**config.mk**
```make
export PLATFORM = sky130hd
export DESIGN_NAME = axi_lite_reg_bank
export DESIGN_NICKNAME = d
export VERILOG_FILES = /design/src/rtl/axi_reg_pkg.sv /design/src/rtl/axi_lite_addr_decode.sv /design/src/rtl/axi_lite_reg_bank.sv
export SDC_FILE = /design/constraint.sdc
export NUM_CORES = 1
export LEC_CHECK = 0
export BUFFER_PORTS_ARGS = -buffer_cell sky130_fd_sc_hd__buf_2
export CAP_MARGIN = 5
export CORE_AREA = 4 4 264 266
export DETAILED_ROUTE_END_ITERATION = 7
export DIE_AREA = 0 0 268 270
export PLACE_DENSITY = 0.5
export SKIP_CTS_REPAIR_TIMING = 1
export SLEW_MARGIN = 20
export SYNTH_ARGS = -nofsm -noshare
export SYNTH_HDL_FRONTEND = slang
export SYNTH_SLANG_ARGS = --single-unit
```
**constraint.sdc**
```tcl
create_clock -name clk -period 8.63 [get_ports clk]
set_input_delay 0.863 -clock clk [delete_from_list [all_inputs] [get_ports clk]]
set_output_delay 0.863 -clock clk [all_outputs]
set_load 0.1 [all_outputs]
```
**src/rtl/axi_reg_pkg.sv**
```systemverilog
// Shared response codes, channel FSM encodings and a constant-foldable clog2
// for the AXI4-Lite register bank.
package axi_reg_pkg;

  localparam logic [1:0] RESP_OKAY   = 2'b00;
  localparam logic [1:0] RESP_SLVERR = 2'b10;
  localparam logic [1:0] RESP_DECERR = 2'b11;

  typedef enum logic {
    W_IDLE = 1'b0,
    W_RESP = 1'b1
  } wr_state_e;

  typedef enum logic {
    R_IDLE = 1'b0,
    R_DATA = 1'b1
  } rd_state_e;

  function automatic int clog2(input int value);
    int result;
    result = 0;
    while ((1 << result) < value) result++;
    return result;
  endfunction

endpackage

```
**src/rtl/axi_lite_addr_decode.sv**
```systemverilog
// Maps a byte address onto a register index and flags whether it hits the bank.
module axi_lite_addr_decode
  import axi_reg_pkg::*;
#(
  parameter int AXI_ADDR_WIDTH = 32,
  parameter int AXI_DATA_WIDTH = 32,
  parameter int NUM_REGS       = 8,
  localparam int IDX_W         = (clog2(NUM_REGS) < 1) ? 1 : clog2(NUM_REGS)
) (
  input  logic [AXI_ADDR_WIDTH-1:0] addr_i,
  output logic [IDX_W-1:0]          idx_o,
  output logic                      in_range_o
);

  localparam int ADDR_LSB = clog2(AXI_DATA_WIDTH / 8);
  localparam int IDX_TOP  = ADDR_LSB + IDX_W;

  logic [AXI_ADDR_WIDTH-1:0] upper;
  logic [31:0]               idx_ext;
  logic                      unused_lsbs;

  assign idx_o   = addr_i[ADDR_LSB +: IDX_W];
  assign upper   = addr_i >> IDX_TOP;
  assign idx_ext = 32'(idx_o);

  // Aliases above the index field are rejected rather than wrapped.
  assign in_range_o  = (upper == '0) && (idx_ext < 32'(NUM_REGS));
  assign unused_lsbs = ^addr_i[ADDR_LSB-1:0];

endmodule

```
**src/rtl/axi_lite_reg_bank.sv**
```systemverilog
// AXI4-Lite register bank: control registers written by software, status
// registers sampled from the fabric, with per-register write/read strobes.
module axi_lite_reg_bank
  import axi_reg_pkg::*;
#(
  parameter int AXI_ADDR_WIDTH = 32,
  parameter int AXI_DATA_WIDTH = 32,
  parameter int NUM_REGS       = 8,
  parameter logic [NUM_REGS-1:0] RO_MASK = '0,
  parameter logic [NUM_REGS*AXI_DATA_WIDTH-1:0] RESET_VALUE = '0
) (
  input  logic                               clk,
  input  logic                               rst,
  input  logic [AXI_ADDR_WIDTH-1:0]          S_AXI_AWADDR,
  input  logic                               S_AXI_AWVALID,
  output logic                               S_AXI_AWREADY,
  input  logic [AXI_DATA_WIDTH-1:0]          S_AXI_WDATA,
  input  logic [AXI_DATA_WIDTH/8-1:0]        S_AXI_WSTRB,
  input  logic                               S_AXI_WVALID,
  output logic                               S_AXI_WREADY,
  output logic [1:0]                         S_AXI_BRESP,
  output logic                               S_AXI_BVALID,
  input  logic                               S_AXI_BREADY,
  input  logic [AXI_ADDR_WIDTH-1:0]          S_AXI_ARADDR,
  input  logic                               S_AXI_ARVALID,
  output logic                               S_AXI_ARREADY,
  output logic [AXI_DATA_WIDTH-1:0]          S_AXI_RDATA,
  output logic [1:0]                         S_AXI_RRESP,
  output logic                               S_AXI_RVALID,
  input  logic                               S_AXI_RREADY,
  output logic [NUM_REGS*AXI_DATA_WIDTH-1:0] ctrl_out,
  input  logic [NUM_REGS*AXI_DATA_WIDTH-1:0] status_in,
  output logic [NUM_REGS-1:0]                wr_pulse,
  output logic [NUM_REGS-1:0]                rd_pulse
);

  localparam int STRB_W = AXI_DATA_WIDTH / 8;
  localparam int IDX_W  = (clog2(NUM_REGS) < 1) ? 1 : clog2(NUM_REGS);

  logic                      ready_en_q;
  wr_state_e                 wr_state_q, wr_state_d;
  rd_state_e                 rd_state_q, rd_state_d;
  logic                      aw_full_q, aw_full_d, w_full_q, w_full_d;
  logic [AXI_ADDR_WIDTH-1:0] awaddr_q;
  logic [AXI_DATA_WIDTH-1:0] wdata_q;
  logic [STRB_W-1:0]         wstrb_q;
  logic [1:0]                bresp_q, bresp_d, rresp_q, rresp_d;
  logic [AXI_DATA_WIDTH-1:0] rdata_q, rdata_d;
  logic [AXI_DATA_WIDTH-1:0] regs_q [NUM_REGS];
  logic [AXI_DATA_WIDTH-1:0] regs_d [NUM_REGS];
  logic [AXI_DATA_WIDTH-1:0] status_arr [NUM_REGS];
  logic [NUM_REGS-1:0]       wr_pulse_q, wr_pulse_d, rd_pulse_q, rd_pulse_d;
  logic                      aw_hs, w_hs, ar_hs, wr_commit, b_done;
  logic [IDX_W-1:0]          w_idx, r_idx;
  logic                      w_in_range, r_in_range;
  logic [1:0]                w_resp, r_resp;
  logic [AXI_DATA_WIDTH-1:0] r_value;

  axi_lite_addr_decode #(
    .AXI_ADDR_WIDTH(AXI_ADDR_WIDTH),
    .AXI_DATA_WIDTH(AXI_DATA_WIDTH),
    .NUM_REGS      (NUM_REGS)
  ) u_wr_dec (
    .addr_i    (awaddr_q),
    .idx_o     (w_idx),
    .in_range_o(w_in_range)
  );

  axi_lite_addr_decode #(
    .AXI_ADDR_WIDTH(AXI_ADDR_WIDTH),
    .AXI_DATA_WIDTH(AXI_DATA_WIDTH),
    .NUM_REGS      (NUM_REGS)
  ) u_rd_dec (
    .addr_i    (S_AXI_ARADDR),
    .idx_o     (r_idx),
    .in_range_o(r_in_range)
  );

  for (genvar g = 0; g < NUM_REGS; g++) begin : g_flat
    assign ctrl_out[g*AXI_DATA_WIDTH +: AXI_DATA_WIDTH] = regs_q[g];
    assign status_arr[g] = status_in[g*AXI_DATA_WIDTH +: AXI_DATA_WIDTH];
  end

  assign S_AXI_BRESP = bresp_q;
  assign S_AXI_RRESP = rresp_q;
  assign S_AXI_RDATA = rdata_q;
  assign wr_pulse    = wr_pulse_q;
  assign rd_pulse    = rd_pulse_q;

  // Readies stay low until the first clock edge after reset release.
  always_ff @(posedge clk or posedge rst) begin
    if (rst) ready_en_q <= 1'b0;
    else     ready_en_q <= 1'b1;
  end

  // ---- write channel: state register / next state / outputs ----
  always_ff @(posedge clk or posedge rst) begin
    if (rst) wr_state_q <= W_IDLE;
    else     wr_state_q <= wr_state_d;
  end

  always_comb begin
    wr_state_d = wr_state_q;
    case (wr_state_q)
      W_IDLE: if (aw_full_q && w_full_q) wr_state_d = W_RESP;
      W_RESP: if (S_AXI_BREADY)          wr_state_d = W_IDLE;
    endcase
  end

  always_comb begin
    S_AXI_AWREADY = ready_en_q && !aw_full_q;
    S_AXI_WREADY  = ready_en_q && !w_full_q;
    S_AXI_BVALID  = (wr_state_q == W_RESP);
    wr_commit     = (wr_state_q == W_IDLE) && aw_full_q && w_full_q;
    b_done        = S_AXI_BVALID && S_AXI_BREADY;
  end

  assign aw_hs     = S_AXI_AWVALID && S_AXI_AWREADY;
  assign w_hs      = S_AXI_WVALID && S_AXI_WREADY;
  assign aw_full_d = b_done ? 1'b0 : (aw_full_q || aw_hs);
  assign w_full_d  = b_done ? 1'b0 : (w_full_q || w_hs);

  // Holds are only released once the response has been taken, which keeps
  // AW/W back-pressured for the whole response phase.
  always_comb begin
    w_resp = RESP_OKAY;
    if (!w_in_range)         w_resp = RESP_DECERR;
    else if (RO_MASK[w_idx]) w_resp = RESP_SLVERR;

    bresp_d    = bresp_q;
    wr_pulse_d = '0;
    regs_d     = regs_q;
    if (wr_commit) begin
      bresp_d = w_resp;
      if (w_resp == RESP_OKAY) begin
        wr_pulse_d[w_idx] = 1'b1;
        for (int b = 0; b < STRB_W; b++) begin
          if (wstrb_q[b]) regs_d[w_idx][8*b +: 8] = wdata_q[8*b +: 8];
        end
      end
    end
  end

  // ---- read channel: state register / next state / outputs ----
  always_ff @(posedge clk or posedge rst) begin
    if (rst) rd_state_q <= R_IDLE;
    else     rd_state_q <= rd_state_d;
  end

  always_comb begin
    rd_state_d = rd_state_q;
    case (rd_state_q)
      R_IDLE: if (ar_hs)        rd_state_d = R_DATA;
      R_DATA: if (S_AXI_RREADY) rd_state_d = R_IDLE;
    endcase
  end

  always_comb begin
    S_AXI_ARREADY = ready_en_q && (rd_state_q == R_IDLE);
    S_AXI_RVALID  = (rd_state_q == R_DATA);
  end

  assign ar_hs = S_AXI_ARVALID && S_AXI_ARREADY;

  // Reads see regs_q before any same-edge commit, so they return the old value.
  always_comb begin
    r_resp  = RESP_OKAY;
    r_value = regs_q[r_idx];
    if (!r_in_range) begin
      r_resp  = RESP_DECERR;
      r_value = '0;
    end else if (RO_MASK[r_idx]) begin
      r_value = status_arr[r_idx];
    end

    rdata_d    = rdata_q;
    rresp_d    = rresp_q;
    rd_pulse_d = '0;
    if (ar_hs) begin
      rdata_d = r_value;
      rresp_d = r_resp;
      if (r_resp == RESP_OKAY) rd_pulse_d[r_idx] = 1'b1;
    end
  end

  // ---- registered state ----
  always_ff @(posedge clk or posedge rst) begin
    if (rst) begin
      aw_full_q  <= 1'b0;
      w_full_q   <= 1'b0;
      bresp_q    <= RESP_OKAY;
      rresp_q    <= RESP_OKAY;
      rdata_q    <= '0;
      wr_pulse_q <= '0;
      rd_pulse_q <= '0;
      for (int i = 0; i < NUM_REGS; i++) begin
        regs_q[i] <= RESET_VALUE[i*AXI_DATA_WIDTH +: AXI_DATA_WIDTH];
      end
    end else begin
      aw_full_q  <= aw_full_d;
      w_full_q   <= w_full_d;
      bresp_q    <= bresp_d;
      rresp_q    <= rresp_d;
      rdata_q    <= rdata_d;
      wr_pulse_q <= wr_pulse_d;
      rd_pulse_q <= rd_pulse_d;
      regs_q     <= regs_d;
    end
  end

  always_ff @(posedge clk) begin
    if (aw_hs) awaddr_q <= S_AXI_AWADDR;
    if (w_hs) begin
      wdata_q <= S_AXI_WDATA;
      wstrb_q <= S_AXI_WSTRB;
    end
  end

endmodule

```
Word-level counts from Yosys, hierarchy flattened. Memories as Yosys holds them, arrays and structs flattened. A register that Yosys moved wholly into a read port is not among the register bits. Index checks and enable logic that the tools add are counted. W data, S select, Z words.

Memory bits (read-only): 16. Memories: 2. Input port bits: 363. Register bits: 381. Logic and storage cells: 112.

Order comparisons: 9. Reduce and logical (&&, ||, !) cells: 24. Bitwise gates (word level): 4. Muxes and demuxes: 52.

Memories: (no name shown) (words 8, width 1, rd ports 1, clocked after memory_dff 0, wr ports 0, RTL line axi_lite_reg_bank.sv:172) `end else if (RO_MASK[r_idx]) begin`; (no name shown) (words 8, width 1, rd ports 1, clocked after memory_dff 1, wr ports 0, RTL line axi_lite_reg_bank.sv:128) `else if (RO_MASK[w_idx]) w_resp = RESP_SLVERR;`.

Operators with widths (count): $mux W256 (10); $bwmux W256 (4); $demux W32 S3 (4); $mux W32 (7); $bmux W32 S3 (2); $logic_not A32 Y1 (2); $mux W8 (5); $mux W24 (1); $lt A3 B4 Y1 const B (4); $mux W16 (1); $logic_and A1 B1 Y1 (15); $mux W1 (10); $ge A4 B4 Y1 const B (2); $not A3 Y4 (2); $demux W1 S3 (2); $ge A3 B1 Y1 const B (2); $mux W2 (3); $logic_not A2 Y1 (2); $lt A4 B1 Y1 const B (1); $pmux W1 S2 (2); $mux W3 (1); $logic_not A1 Y1 (2); $logic_or A1 B1 Y1 (2); $not A1 Y1 (2); $reduce_and A2 Y1 (1).

Longest topological paths before layout. Gate-level depths: netlist (run 1).

Depth in word-level cells: 19. Gate-level depth with buffers: 6. Gate-level depth less buffers: 4.

Cells and area by module. From an unflattened synthesis (run 1), not the netlist that was laid out.

Cells, all modules: 1093. Area total of the unflattened synthesis: 15752.6 µm².

By module, submodules not included: axi_lite_reg_bank (area an instance 15579.9 µm², instances 1, cells each 1067, sequential area each 9824.4 µm²); axi_lite_addr_decode (area an instance 86.3 µm², instances 2, cells each 13, sequential area each 0.0 µm²).

Worst setup path after synthesis (run 1). No wires, ideal clock.

Kind: register to register. Start point: reg w_full_q. End point: reg wdata_q[0] (enable). Buffers on the path: 0. Period minus slack after synthesis: 3214 ps. Cell stages (with the launch flop): 3. Data arrival time: 2817 ps. Path slack: 5416 ps. Path through: dfrtp_1 > nor2b_1 > and2_1.

Longest elaborated chain between the ends: 3.

Ends and longest elaborated chain: from (decl) (RTL line axi_lite_reg_bank.sv:43) `logic aw_full_q, aw_full_d, w_full_q, w_full_d;`; from (signal assigned) (RTL line axi_lite_reg_bank.sv:201) `w_full_q <= w_full_d;`; $logic_not A1 Y1 (RTL line axi_lite_reg_bank.sv:112) `S_AXI_WREADY = ready_en_q && !w_full_q;`; $logic_and A1 B1 Y1 (RTL line axi_lite_reg_bank.sv:112); net S_AXI_WREADY (RTL line axi_lite_reg_bank.sv:20) `output logic S_AXI_WREADY,`; $logic_and A1 B1 Y1 (RTL line axi_lite_reg_bank.sv:119) `assign w_hs = S_AXI_WVALID && S_AXI_WREADY;`; net w_hs (RTL line axi_lite_reg_bank.sv:53) `logic aw_hs, w_hs, ar_hs, wr_commit, b_done;`; to (signal assigned) (RTL line axi_lite_reg_bank.sv:214) `wdata_q <= S_AXI_WDATA;`; to (decl) (RTL line axi_lite_reg_bank.sv:45) `logic [AXI_DATA_WIDTH-1:0] wdata_q;`.

The timed path passes the listed nets, and every way through them passes these cells. A chain may end at the register's enable or synchronous reset.

Worst setup path in the final report (run 1).
Start point: reg awaddr_q[7]. End point: reg regs_q, in the netlist ctrl_out[46].

Longest elaborated chain between the ends: 5.

Ends and longest elaborated chain: from (decl) (RTL line axi_lite_reg_bank.sv:44) `logic [AXI_ADDR_WIDTH-1:0] awaddr_q;`; from (signal assigned) (RTL line axi_lite_reg_bank.sv:212) `if (aw_hs) awaddr_q <= S_AXI_AWADDR;`; $logic_not A32 Y1 (RTL line axi_lite_addr_decode.sv:27) `assign in_range_o = (upper == '0) && (idx_ext < 32'(NUM_REGS));`; $logic_and A1 B1 Y1 (RTL line axi_lite_addr_decode.sv:27); $mux W2 (RTL line axi_lite_reg_bank.sv:127) `if (!w_in_range) w_resp = RESP_DECERR;`; $logic_not A2 Y1 (RTL line axi_lite_reg_bank.sv:135) `if (w_resp == RESP_OKAY) begin`; $reduce_and A2 Y1 (no line); to (signal, indexed assignment) (RTL line axi_lite_reg_bank.sv:197) `regs_q[i] <= RESET_VALUE[i*AXI_DATA_WIDTH +: AXI_DATA_WIDTH];`; to (signal assigned) (RTL line axi_lite_reg_bank.sv:207) `regs_q <= regs_d;`; to (decl) (RTL line axi_lite_reg_bank.sv:49) `logic [AXI_DATA_WIDTH-1:0] regs_q [NUM_REGS];`.

No other way between the ends.

==> impl_metrics.csv, run 1 <==
group,metric,value,unit
synth,syn_area,15910,µm²
pwr,p_sw,981.3,µW
sta,setup_viol,0,
sta,relSlewSlack,29.80,%
pwr,p_per_area,198.3,nW/µm²
sta,fmax,348.3,MHz
placed_design,place_congestion,0.7485,
setup_path,crit_start,"awaddr_q[7]",
pwr,power_frac_comb,5.6,%
synth,yosysUniqueCellTypes,30,
route,drtIter0Drc,491,
pwr,switching_share,24.03,%
floorplanning,io_pins,676,
synth,syn-num-nets,1297,
final_layout,fillers,6767,
setup_path,crit_type,"register to register",
setup_path,cp-end-kind,"register",
pwr,pwr-share-clk,47.9,%
sta,hold_viol,0,
placed_design,hpwl,35.99,mm
global_routing,first_global_vias,10999,
clocking,clk_latency,570,ps
clocking,cts_inserted_buffers,46,
floorplanning,initial_utilization,23.74,%
placed_design,placed_cells,2193,
clocking,cts.root.buffer_cell,"clkbuf_16",
setup_path,r2r_slack,5760,ps
final_layout,final_net_count,1731,
clocking,cts_tree,"built",
sta,tightest_slew,1045,ps
route,wl,53.67,mm
global_routing,antenna_found_initial,6,
placed_design,portBuffers,415,
clocking,clk_pin_slew,50,ps
sta,slew_violations,0,
route,wl_per_cell,23.55,µm
sta,fin_crit,2871,ps
clocking,clkSinkCount,377,
sta,post-route-period-util,33.27,%
setup_path,worst_r2r_startpoint,"awaddr_q[7]",
pwr,internal-power,3103,µW
route,vias_per_cell,4.446,
synth,ys_ff_latch,377,
synth,syn_area_per_cell,17.04,µm²
sta,finalSetupTns,0,ps
setup_path,cp.arrival,3310,ps
setup_path,timing.rr.end,"ctrl_out[46]",
final_layout,layout-drive-gt1-share,60.87,%
flow_run,maxCapViolations,0,
route,vias,10133,
clocking,cts.path.max_buffers,3,
hold_path,min_path_type,"input pin to async pin",
setup_path,cp-start-kind,"register",
route,drc_errors,0,
final_layout,stdcell_count,2279,
pwr,p_leak,0.01033,µW
sta,skew,17.76,ps
route,drtPass1Iterations,7,
global_routing,grt_max_degree,162,
pwr,seq_power_share,46.6,%
floorplanning,die_x,268,µm
setup_path,reg2reg_depth,5,
floorplanning,die_y,270,µm
clocking,htreeDepth,2,
sta,rsz0062_at_grt,"no",
floorplanning,dieArea,72360,µm²
synth,seq_area_frac_synth,61.36,%
route,postRouteAntennaNets,0,
global_routing,grt_use_total,14.51,%
synth,postSynthCellCount,934,
global_routing,grt_pass1_wl,77.94,mm
floorplanning,core_area,67040,µm²
pwr,ir_drop,0.1606,mV
status,run_status,"completed",
floorplanning,rows,95,
final_layout,syn2layout_area_growth,29.45,%
setup_path,cp_max_fo,33,
synth,yosysWarnings,0,
global_routing,grt_overflow_total,0,
setup_path,crit_end,"ctrl_out[46]",
setup_path,crit_required,9070,ps
-- layer usage --
metal | vias up | routed length, µm | GRT usage [%]
met3 | 73 | 3839 | 4.464
met4 | 8 | 957 | 2.973
met5 | - | 55 | 0
met1 | 5299 | 23030 | 18.99
li1 | 4452 | - | -
met2 | 301 | 25780 | 23.85
-- state kept, by name, indices dropped and copies added (netlist names) --
register,flops
S_AXI_RRESP,1
ready_en_q,1
rd_pulse,8
S_AXI_RDATA,32
aw_full_q,1
wstrb_q,4
w_full_q,1
S_AXI_BVALID,1
awaddr_q,30
wr_pulse,8
ctrl_out,256
S_AXI_BRESP,1
S_AXI_RVALID,1
wdata_q,32
-- how the worst min path moves through the flow --
stage	endpoint	start	depth (start not counted)	slack, ps
after floorplan	aw_full_q	aw_full_q	1	520
after global placement	S_AXI_RDATA[6]	S_AXI_RDATA[6]	2	460
after detailed placement	S_AXI_RDATA[31]	S_AXI_RDATA[31]	2	470
after CTS	wstrb_q[1]	S_AXI_WSTRB[1]	1	420
after global routing	wdata_q[15]	S_AXI_WDATA[15]	1	420
final	S_AXI_RDATA[1]	rst	3	460
-- logic make-up after synthesis --
| group | share of synthesized area [%] |
|---|---|
| AND/OR/NAND/NOR | 6.856 |
| other | 0.02357 |
| AO/OA/AOI/OAI | 1.290 |
| buffers and inverters | 1.282 |
| flip-flops | 61.36 |
| multiplexers | 29.19 |
-- cell usage after synthesis, drive strengths merged --
cell type | count | share of area [%]
dfrtp | 311 | 49
mux2 | 256 | 18
edfxtp | 66 | 12
mux4 | 64 | 9.1
nor4 | 49 | 4.8
nand2 | 42 | 0.99
o21ai | 33 | 1.0
mux2i | 32 | 2.0
buf | 22 | 0.69
clkbuf | 18 | 0.42
nor3 | 11 | 0.35
inv | 7 | 0.17
nand4 | 3 | 0.12
nor2b | 3 | 0.12
a2bb2oi | 2 | 0.11
and2 | 2 | 0.079
nand2b | 2 | 0.079
nor4b | 2 | 0.11
or2 | 2 | 0.079
a21boi | 1 | 0.047
a21o | 1 | 0.047
and3b | 1 | 0.055
and4 | 1 | 0.055
conb | 1 | 0.024
nand3b | 1 | 0.047
o21a | 1 | 0.047
-- power groups by stage --
| stage | Sequential (µW) | Combinational [µW] | Clock (µW) |
|---|---|---|---|
| after floorplan | 1930 | 130 | 0 |
| after global placement | 1930 | 233 | 0 |
| after detailed placement | 1930 | 235 | 0 |
| after CTS | 1900 | 236 | 2030 |
| after global routing | 1910 | 248 | 2090 |
| final | 1900 | 227 | 1960 |
-- through the flow --
step	utilization, %	area [µm²]	hold WS [ps]	total power [µW]	setup slack [ps]
global placement	28.42	19050	457.0	2165	5329
CTS	30.71	20590	417.0	4164	5661
finish	30.73	20600	459.1	4084	5759
global route	30.72	20590	424.9	4248	5557
detailed placement	28.42	19050	467.4	2169	5278
floorplan	-	15920	523.5	2065	3626
-- worst max-delay path, cell delays in order, from the launching register on --
cell,delay (ps)
edfxtp_1,360
nor4_1,350
nand4_1,150
buf_4,400
nor4_4,1020
mux2_2,420
-- placed cells by master, fill, tap and decap left out, types with 2 or more instances in the layout --
cell and count:
o21ai_0 33, clkinv_2 7, clkinvlp_4 4, clkbuf_1 9, a2bb2oi_1 2, buf_4 12, nor2b_1 3, nor4b_1 2
buf_12 2, clkbuf_8 8, nor4_1 17, nand4_1 3, nor3_1 11, buf_2 412, clkinv_1 3, edfxtp_1 66
nand2_1 42, or2_2 2, diode_2 3, dfrtp_1 311, nor4_4 32, clkbuf_16 49, mux2_2 256, mux4_2 64
inv_1 6, mux2i_1 32, bufinv_16 3
-- cell type report --
class	instances	area, µm²	share of cell area [%]
Clock inverter	17	167.7	0.8139
Sequential cell	377	9764	47.40
Timing Repair Buffer	426	2192	10.64
Tap cell	873	1092	5.302
Antenna cell	3	7.507	0.03644
Inverter	7	30.03	0.1458
Multi-Input combinational cell	510	5976	29.01
Clock buffer	66	1370	6.651
(Power assumes the default switching activity.)
==> inputs of run 2 (changes only) <==
==> constraint.sdc (replaced) <==
create_clock -name clk -period 2.5 [get_ports clk]
set_input_delay 0.25 -clock clk [delete_from_list [all_inputs] [get_ports clk]]
set_output_delay 0.25 -clock clk [all_outputs]
set_load 0.1 [all_outputs]
==> run 2 against run 1 <==
Sequential share of layout area fell by 3.3 points; via count increased by 6.6%; sequential power increased to 3.5 times the previous value; setup slack lost 5700 ps; clock-buffer cell count down 3; combinational power rose to 4.2 times the previous value; first-iteration DRC count is 0.20% higher; clock skew is 4.5 ps higher; cell count is 6.1% higher; sequential cell count stayed put; critical endpoint is now ctrl_out[36]; largest power group is now registers.
==> impl_metrics.csv, run 2 (synthesis gave the netlist of run 1 again) <==
group,metric,value,unit
floorplanning,die_y,270,µm
final_layout,final_cell_mix,"buf_2 (412), dfrtp_1 (311), mux2_2 (256)",
final_layout,largest_reg_flops,256,
sta,slew_violations,0,
setup_path,r2r_slack,80,ps
sta,rsz0062_at_grt,"no",
setup_path,crit_end,"ctrl_out[36]",
setup_path,timing.rr.end,"ctrl_out[36]",
clocking,htreeDepth,2,
sta,relSlewSlack,53.60,%
setup_path,crit_start,"awaddr_q[10]",
clocking,clkSinkCount,377,
floorplanning,rows,95,
final_layout,final_net_count,1869,
floorplanning,die_x,268,µm
pwr,switching_share,24.60,%
clocking,clk_latency,560,ps
final_layout,fillers,6606,
route,vias_per_cell,4.468,
setup_path,worst_r2r_startpoint,"awaddr_q[10]",
floorplanning,dieArea,72360,µm²
sta,tightest_slew,695.9,ps
route,wl_per_cell,22.37,µm
hold_path,min_path_type,"input pin to register",
sta,fmax,413.1,MHz
floorplanning,io_pins,676,
clocking,clk_pin_slew,60,ps
global_routing,antenna_found_initial,1,
final_layout,final_common_cell,"buf_2",
pwr,power_frac_comb,6.9,%
placed_design,place_congestion,0.7878,
final_layout,layout-drive-gt1-share,59.88,%
floorplanning,initial_utilization,23.74,%
pwr,p_per_area,631.0,nW/µm²
setup_path,cp_max_fo,33,
route,drc_errors,0,
route,met3_length,4.181,mm
setup_path,crit_required,2930,ps
sta,fin_ws,79.45,ps
clocking,cts_inserted_buffers,46,
pwr,p_sw,3433,µW
route,top_layer,"met4",
clocking,cts.root.buffer_cell,"clkbuf_16",
setup_path,cp-start-kind,"register",
route,wl,54.06,mm
sta,post-route-period-util,96.82,%
pwr,total_power,13960,µW
sta,fin_crit,2421,ps
global_routing,grt_max_degree,71,
setup_path,crit_type,"register to register",
flow_run,maxCapViolations,0,
clocking,cts_tree,"built",
route,drtIter0Drc,492,
status,run_status,"completed",
sta,skew,22.27,ps
route,met2_length,26.49,mm
final_layout,syn2layout_area_growth,39.01,%
route,vias,10798,
route,drtPass1Iterations,6,
setup_path,reg2reg_depth,6,
pwr,p_leak,0.01106,µW
sta,hold_viol,0,
route,postRouteAntennaNets,0,
global_routing,grt_use_total,14.52,%
global_routing,first_global_vias,11485,
placed_design,hpwl,39.01,mm
pwr,seq_power_share,47.1,%
global_routing,grt_overflow_total,0,
placed_design,portBuffers,415,
setup_path,cp-end-kind,"register",
floorplanning,core_area,67040,µm²
global_routing,grt_pass1_wl,79.07,mm
clocking,cts.path.max_buffers,3,
pwr,pwr-share-clk,46.0,%
placed_design,place_ws,164.0,ps
route,wl_met1,22.52,mm
sta,setup_viol,0,
setup_path,cp.arrival,2850,ps
pwr,internal-power,10520,µW
pwr,ir_drop,0.8045,mV
## run 2: changes by cell type in the layout (fill, tap and decap cells not counted), moves of 2 or more
cell / previous run / this run
dlygate4sd3_1: 0 / 69
buf_4: 12 / 49
buf_12: 2 / 34
clkinv_2: 7 / 12
clkbuf_8: 8 / 4
clkbuf_1: 9 / 12
inv_6: 0 / 3
clkbuf_16: 49 / 47
clkinvlp_4: 4 / 2
diode_2: 3 / 1
nor2b_1: 3 / 1
nor2b_2: 0 / 2
## run 2: cell type report
class	instances	area (µm²)	share of cell area, %
Multi-Input combinational cell	510	5979	27.03
Antenna cell	1	2.502	0.01131
Sequential cell	377	9764	44.14
Timing Repair Buffer	564	3801	17.18
Clock buffer	63	1276	5.770
Inverter	7	30.03	0.1358
Clock inverter	22	173.9	0.7862
Tap cell	873	1092	4.938
## run 2: power groups by stage
stage	logic (µW)	clock network (µW)	registers [µW]
CTS	906	6660	6570
global placement	893	0	6670
finish	961	6430	6570
floorplan	455	0	6680
global route	1040	6880	6590
detailed placement	906	0	6680
## run 2: stage by stage
| stage | setup TNS (ps) | hold slack [ps] | utilization [%] | cells | instance area [µm²] |
|---|---|---|---|---|---|
| after floorplan | -661170 | 338.7 | - | 934 | 15950 |
| after global placement | 0 | 380.0 | 29.80 | 2262 | 19980 |
| after detailed placement | 0 | 385.7 | 29.80 | 2262 | 19980 |
| after CTS | 0 | -233.8 | 31.96 | 2347 | 21430 |
| after global routing | 0 | 210.8 | 32.99 | 2416 | 22120 |
| final | 0 | 219.6 | 33.00 | 2417 | 22120 |
## run 2: worst min path at each step
stage	start	to	slack, ps	cells past startpoint
detailed placement	rst	ctrl_out[0]	390	2
global placement	rst	ctrl_out[0]	380	2
floorplan	S_AXI_BREADY	aw_full_q	340	1
finish	S_AXI_ARADDR[4]	rd_pulse[3]	220	3
global route	S_AXI_ARADDR[4]	rd_pulse[6]	210	4
CTS	rst	ctrl_out[221]	-230	2
## run 2: routing by layer
metal / vias up / track usage [%]
li1: 4733 / -
met1: 5680 / 18.43
met2: 319 / 24.39
met3: 66 / 4.655
met4: 0 / 2.973
met5: - / 0
## run 2: critical path: stages (launching register included)
cell and delay [ps]:
edfxtp_1 420, nor4_1 360, nand4_1 200, buf_12 260, nor4_4 430, buf_4 220
mux2_2 330
==> inputs of run 3 (changes only) <==
--- a/config.mk
+++ b/config.mk
@@ -5,12 +5,13 @@
 export SDC_FILE = /design/constraint.sdc
 export NUM_CORES = 1
 export LEC_CHECK = 0
+export ABC_AREA = 1
 export BUFFER_PORTS_ARGS = -buffer_cell sky130_fd_sc_hd__buf_2
 export CAP_MARGIN = 5
-export CORE_AREA = 4 4 264 266
+export CORE_AREA = 4 4 263 265
 export DETAILED_ROUTE_END_ITERATION = 7
-export DIE_AREA = 0 0 268 270
-export PLACE_DENSITY = 0.5
+export DIE_AREA = 0 0 267 269
+export PLACE_DENSITY = 0.53
 export SKIP_CTS_REPAIR_TIMING = 1
 export SLEW_MARGIN = 20
 export SYNTH_ARGS = -nofsm -noshare
==> run 3 against run 2 <==
Highest routed layer unchanged; largest power group unchanged; via count rose by 56%; synthesized cell count increased by 120%; total power increased by 5.2%; die area shrank 0.74%.
==> impl_metrics.csv, run 3 <==
group,metric,value,unit
status,run_status,"completed",
route,vias_per_cell,4.956,
placed_design,placed_cells,3237,
global_routing,grt_use_total,18.79,%
clocking,cts_inserted_buffers,45,
final_layout,final_cell_mix,"nand2_1 (916), buf_2 (414), dfrtp_1 (311)",
final_layout,final_common_cell,"nand2_1",
synth,postSynthCellCount,2041,
global_routing,grt_max_degree,81,
route,wl,70.42,mm
clocking,clk_pin_slew,60,ps
synth,syn_area_per_cell,8.619,µm²
synth,synth_top_area_share,44.24,%
clocking,htreeDepth,2,
synth,synthTopCellsByCount,"nand2_1 (916), dfrtp_1 (311), nand4_1 (258), nand3_1 (165), nor2_1 (79)",
route,postRouteAntennaNets,0,
global_routing,antenna_found_initial,2,
clocking,cts_tree,"built",
route,vias,16805,
floorplanning,initial_utilization,26.33,%
sta,post-route-period-util,91.11,%
sta,relSlewSlack,58.68,%
setup_path,cp.arrival,2740,ps
pwr,ir_drop,0.6579,mV
sta,slew_violations,0,
clocking,clkSinkCount,377,
synth,synth_most_common_cell,"nand2_1",
route,drtPass1Iterations,5,
final_layout,design_area,23070,µm²
setup_path,cp-end-kind,"register",
placed_design,hpwl,49.33,mm
final_layout,layout-drive-gt1-share,24.67,%
sta,skew,20.09,ps
pwr,p_sw,3968,µW
setup_path,cp_max_fo,45,
synth,synth_async_sr_flop_share,82.49,%
placed_design,place_area,20890,µm²
route,drc_errors,0,
sta,setup_viol,0,
placed_design,portBuffers,415,
pwr,internal-power,10720,µW
synth,yosys.area.top_type,"dfrtp_1",
synth,yosysWarnings,0,
final_layout,syn2layout_area_growth,31.16,%
clocking,cts.root.buffer_cell,"clkbuf_16",
setup_path,crit_type,"register to register",
synth,syn-num-nets,2404,
route,drtIter0Drc,1540,
clocking,cts.path.max_buffers,3,
floorplanning,die_y,269,µm
hold_path,min_path_type,"input pin to register",
synth,synth_edf_count,66,
global_routing,grt_pass1_wl,103.7,mm
setup_path,cp-start-kind,"register",
final_layout,stdcell_count,3391,
floorplanning,dieArea,71820,µm²
floorplanning,die_x,267,µm
pwr,switching_share,27.02,%
synth,ys_ff_latch,377,
placed_design,place_congestion,0.8254,
final_layout,largest_reg_flops,256,
final_layout,final_net_count,2843,
pwr,total_power,14690,µW
setup_path,crit_required,2960,ps
sta,finalSetupTns,0,ps
pwr,seq_power_share,45.2,%
global_routing,first_global_vias,16115,
synth,seq_area_frac_synth,55.50,%
sta,fmax,439.0,MHz
global_routing,grt_overflow_total,0,
synth,syn_area,17590,µm²
floorplanning,core_area,66800,µm²
sta,fin_crit,2278,ps
sta,rsz0062_at_grt,"no",
clocking,clk_latency,570,ps
sta,timing.hold.ws,131.5,ps
sta,tightest_slew,618.6,ps
synth,yosysUniqueCellTypes,28,
floorplanning,rows,95,
flow_run,maxCapViolations,0,
pwr,pwr-share-clk,45.1,%
sta,hold_viol,0,
synth,synth_area_leaders,"dfrtp_1 (44%), nand2_1 (20%), edfxtp_1 (11%)",
synth,synthFlopType,"dfrtp_1",
pwr,power_frac_comb,9.7,%
route,wl_per_cell,20.77,µm
floorplanning,io_pins,676,
pwr,p_leak,0.01182,µW
pwr,p_per_area,636.5,nW/µm²
==> run 3: cell types whose count changed after synthesis, moves of 30 or more <==
| cell | delta |
|---|---|
| mux4_2 | -64 |
| nand4_1 | +255 |
| nor2_1 | +79 |
| mux2i_1 | -32 |
| nand2_1 | +874 |
| clkbuf_1 | +54 |
| nand3_1 | +165 |
| clkbuf_2 | +32 |
| o21ai_0 | -30 |
| mux2_2 | -256 |
==> run 3: cells by family after synthesis <==
family / count (synthesis) / synth area share, %
other cells: 1 / 0.02132
simple gates: 1470 / 38.98
flops: 377 / 55.50
compound gates: 4 / 0.1137
buf+inv: 189 / 5.377
==> run 3: worst max-delay path, stage by stage (launching register included) <==
cell	delay [ps]
dfrtp_1	440
nand3_1	180
nor2_2	210
nand2_2	190
nor2_8	190
buf_12	290
nand3_1	410
nand2_1	180
nand2_1	60
==> run 3: power by group through the flow <==
stage          combinational (µW)  sequential, µW  clock (µW)
2_1_floorplan                 821            6660           0
3_3_place_gp                 1320            6740           0
3_5_place_dp                 1340            6750           0
4_1_cts                      1340            6630        6780
5_1_grt                      1530            6650        7030
6_report                     1420            6640        6620
==> run 3: metrics by stage <==
step                      utilization (%)  worst slack, ps
after global routing                34.54            9.995
after detailed placement            31.28            174.8
after floorplan                         -            -1891
final                               34.54            222.1
after CTS                           33.50            172.7
after global placement              31.28            197.6
==> run 3: worst paths after layout <==
kind	start	end	slack [ps]	cells past startpoint
min	S_AXI_AWVALID	awaddr_q[10]	130	2
min in group asynchronous	rst	S_AXI_RDATA[31]	310	3
max	w_full_q	ctrl_out[201]	220	8
max in group asynchronous	rst	wr_pulse[6]	1280	5
max reg2reg	w_full_q	ctrl_out[201]	220	8
min reg2reg	S_AXI_RDATA[3]	S_AXI_RDATA[3]	470	2
==> run 3: cell type report <==
class                           instances  area [µm²]
Antenna cell                            1       2.502
Inverter                               15       62.56
Fill cell                            6851       43730
Clock inverter                         26       205.2
Clock buffer                           58        1277
Tap cell                              873        1092
Sequential cell                       377        9764
Timing Repair Buffer                  566        3724
Multi-Input combinational cell       1475        6945
==> run 3: per-layer routing <==
layer	up-vias	part of all wire, %	global-route usage (%)
met5	-	0	0
li1	7731	-	-
met1	8158	41	24.56
met3	122	9.2	5.274
met4	0	2.6	5.383
met2	794	47	30.67
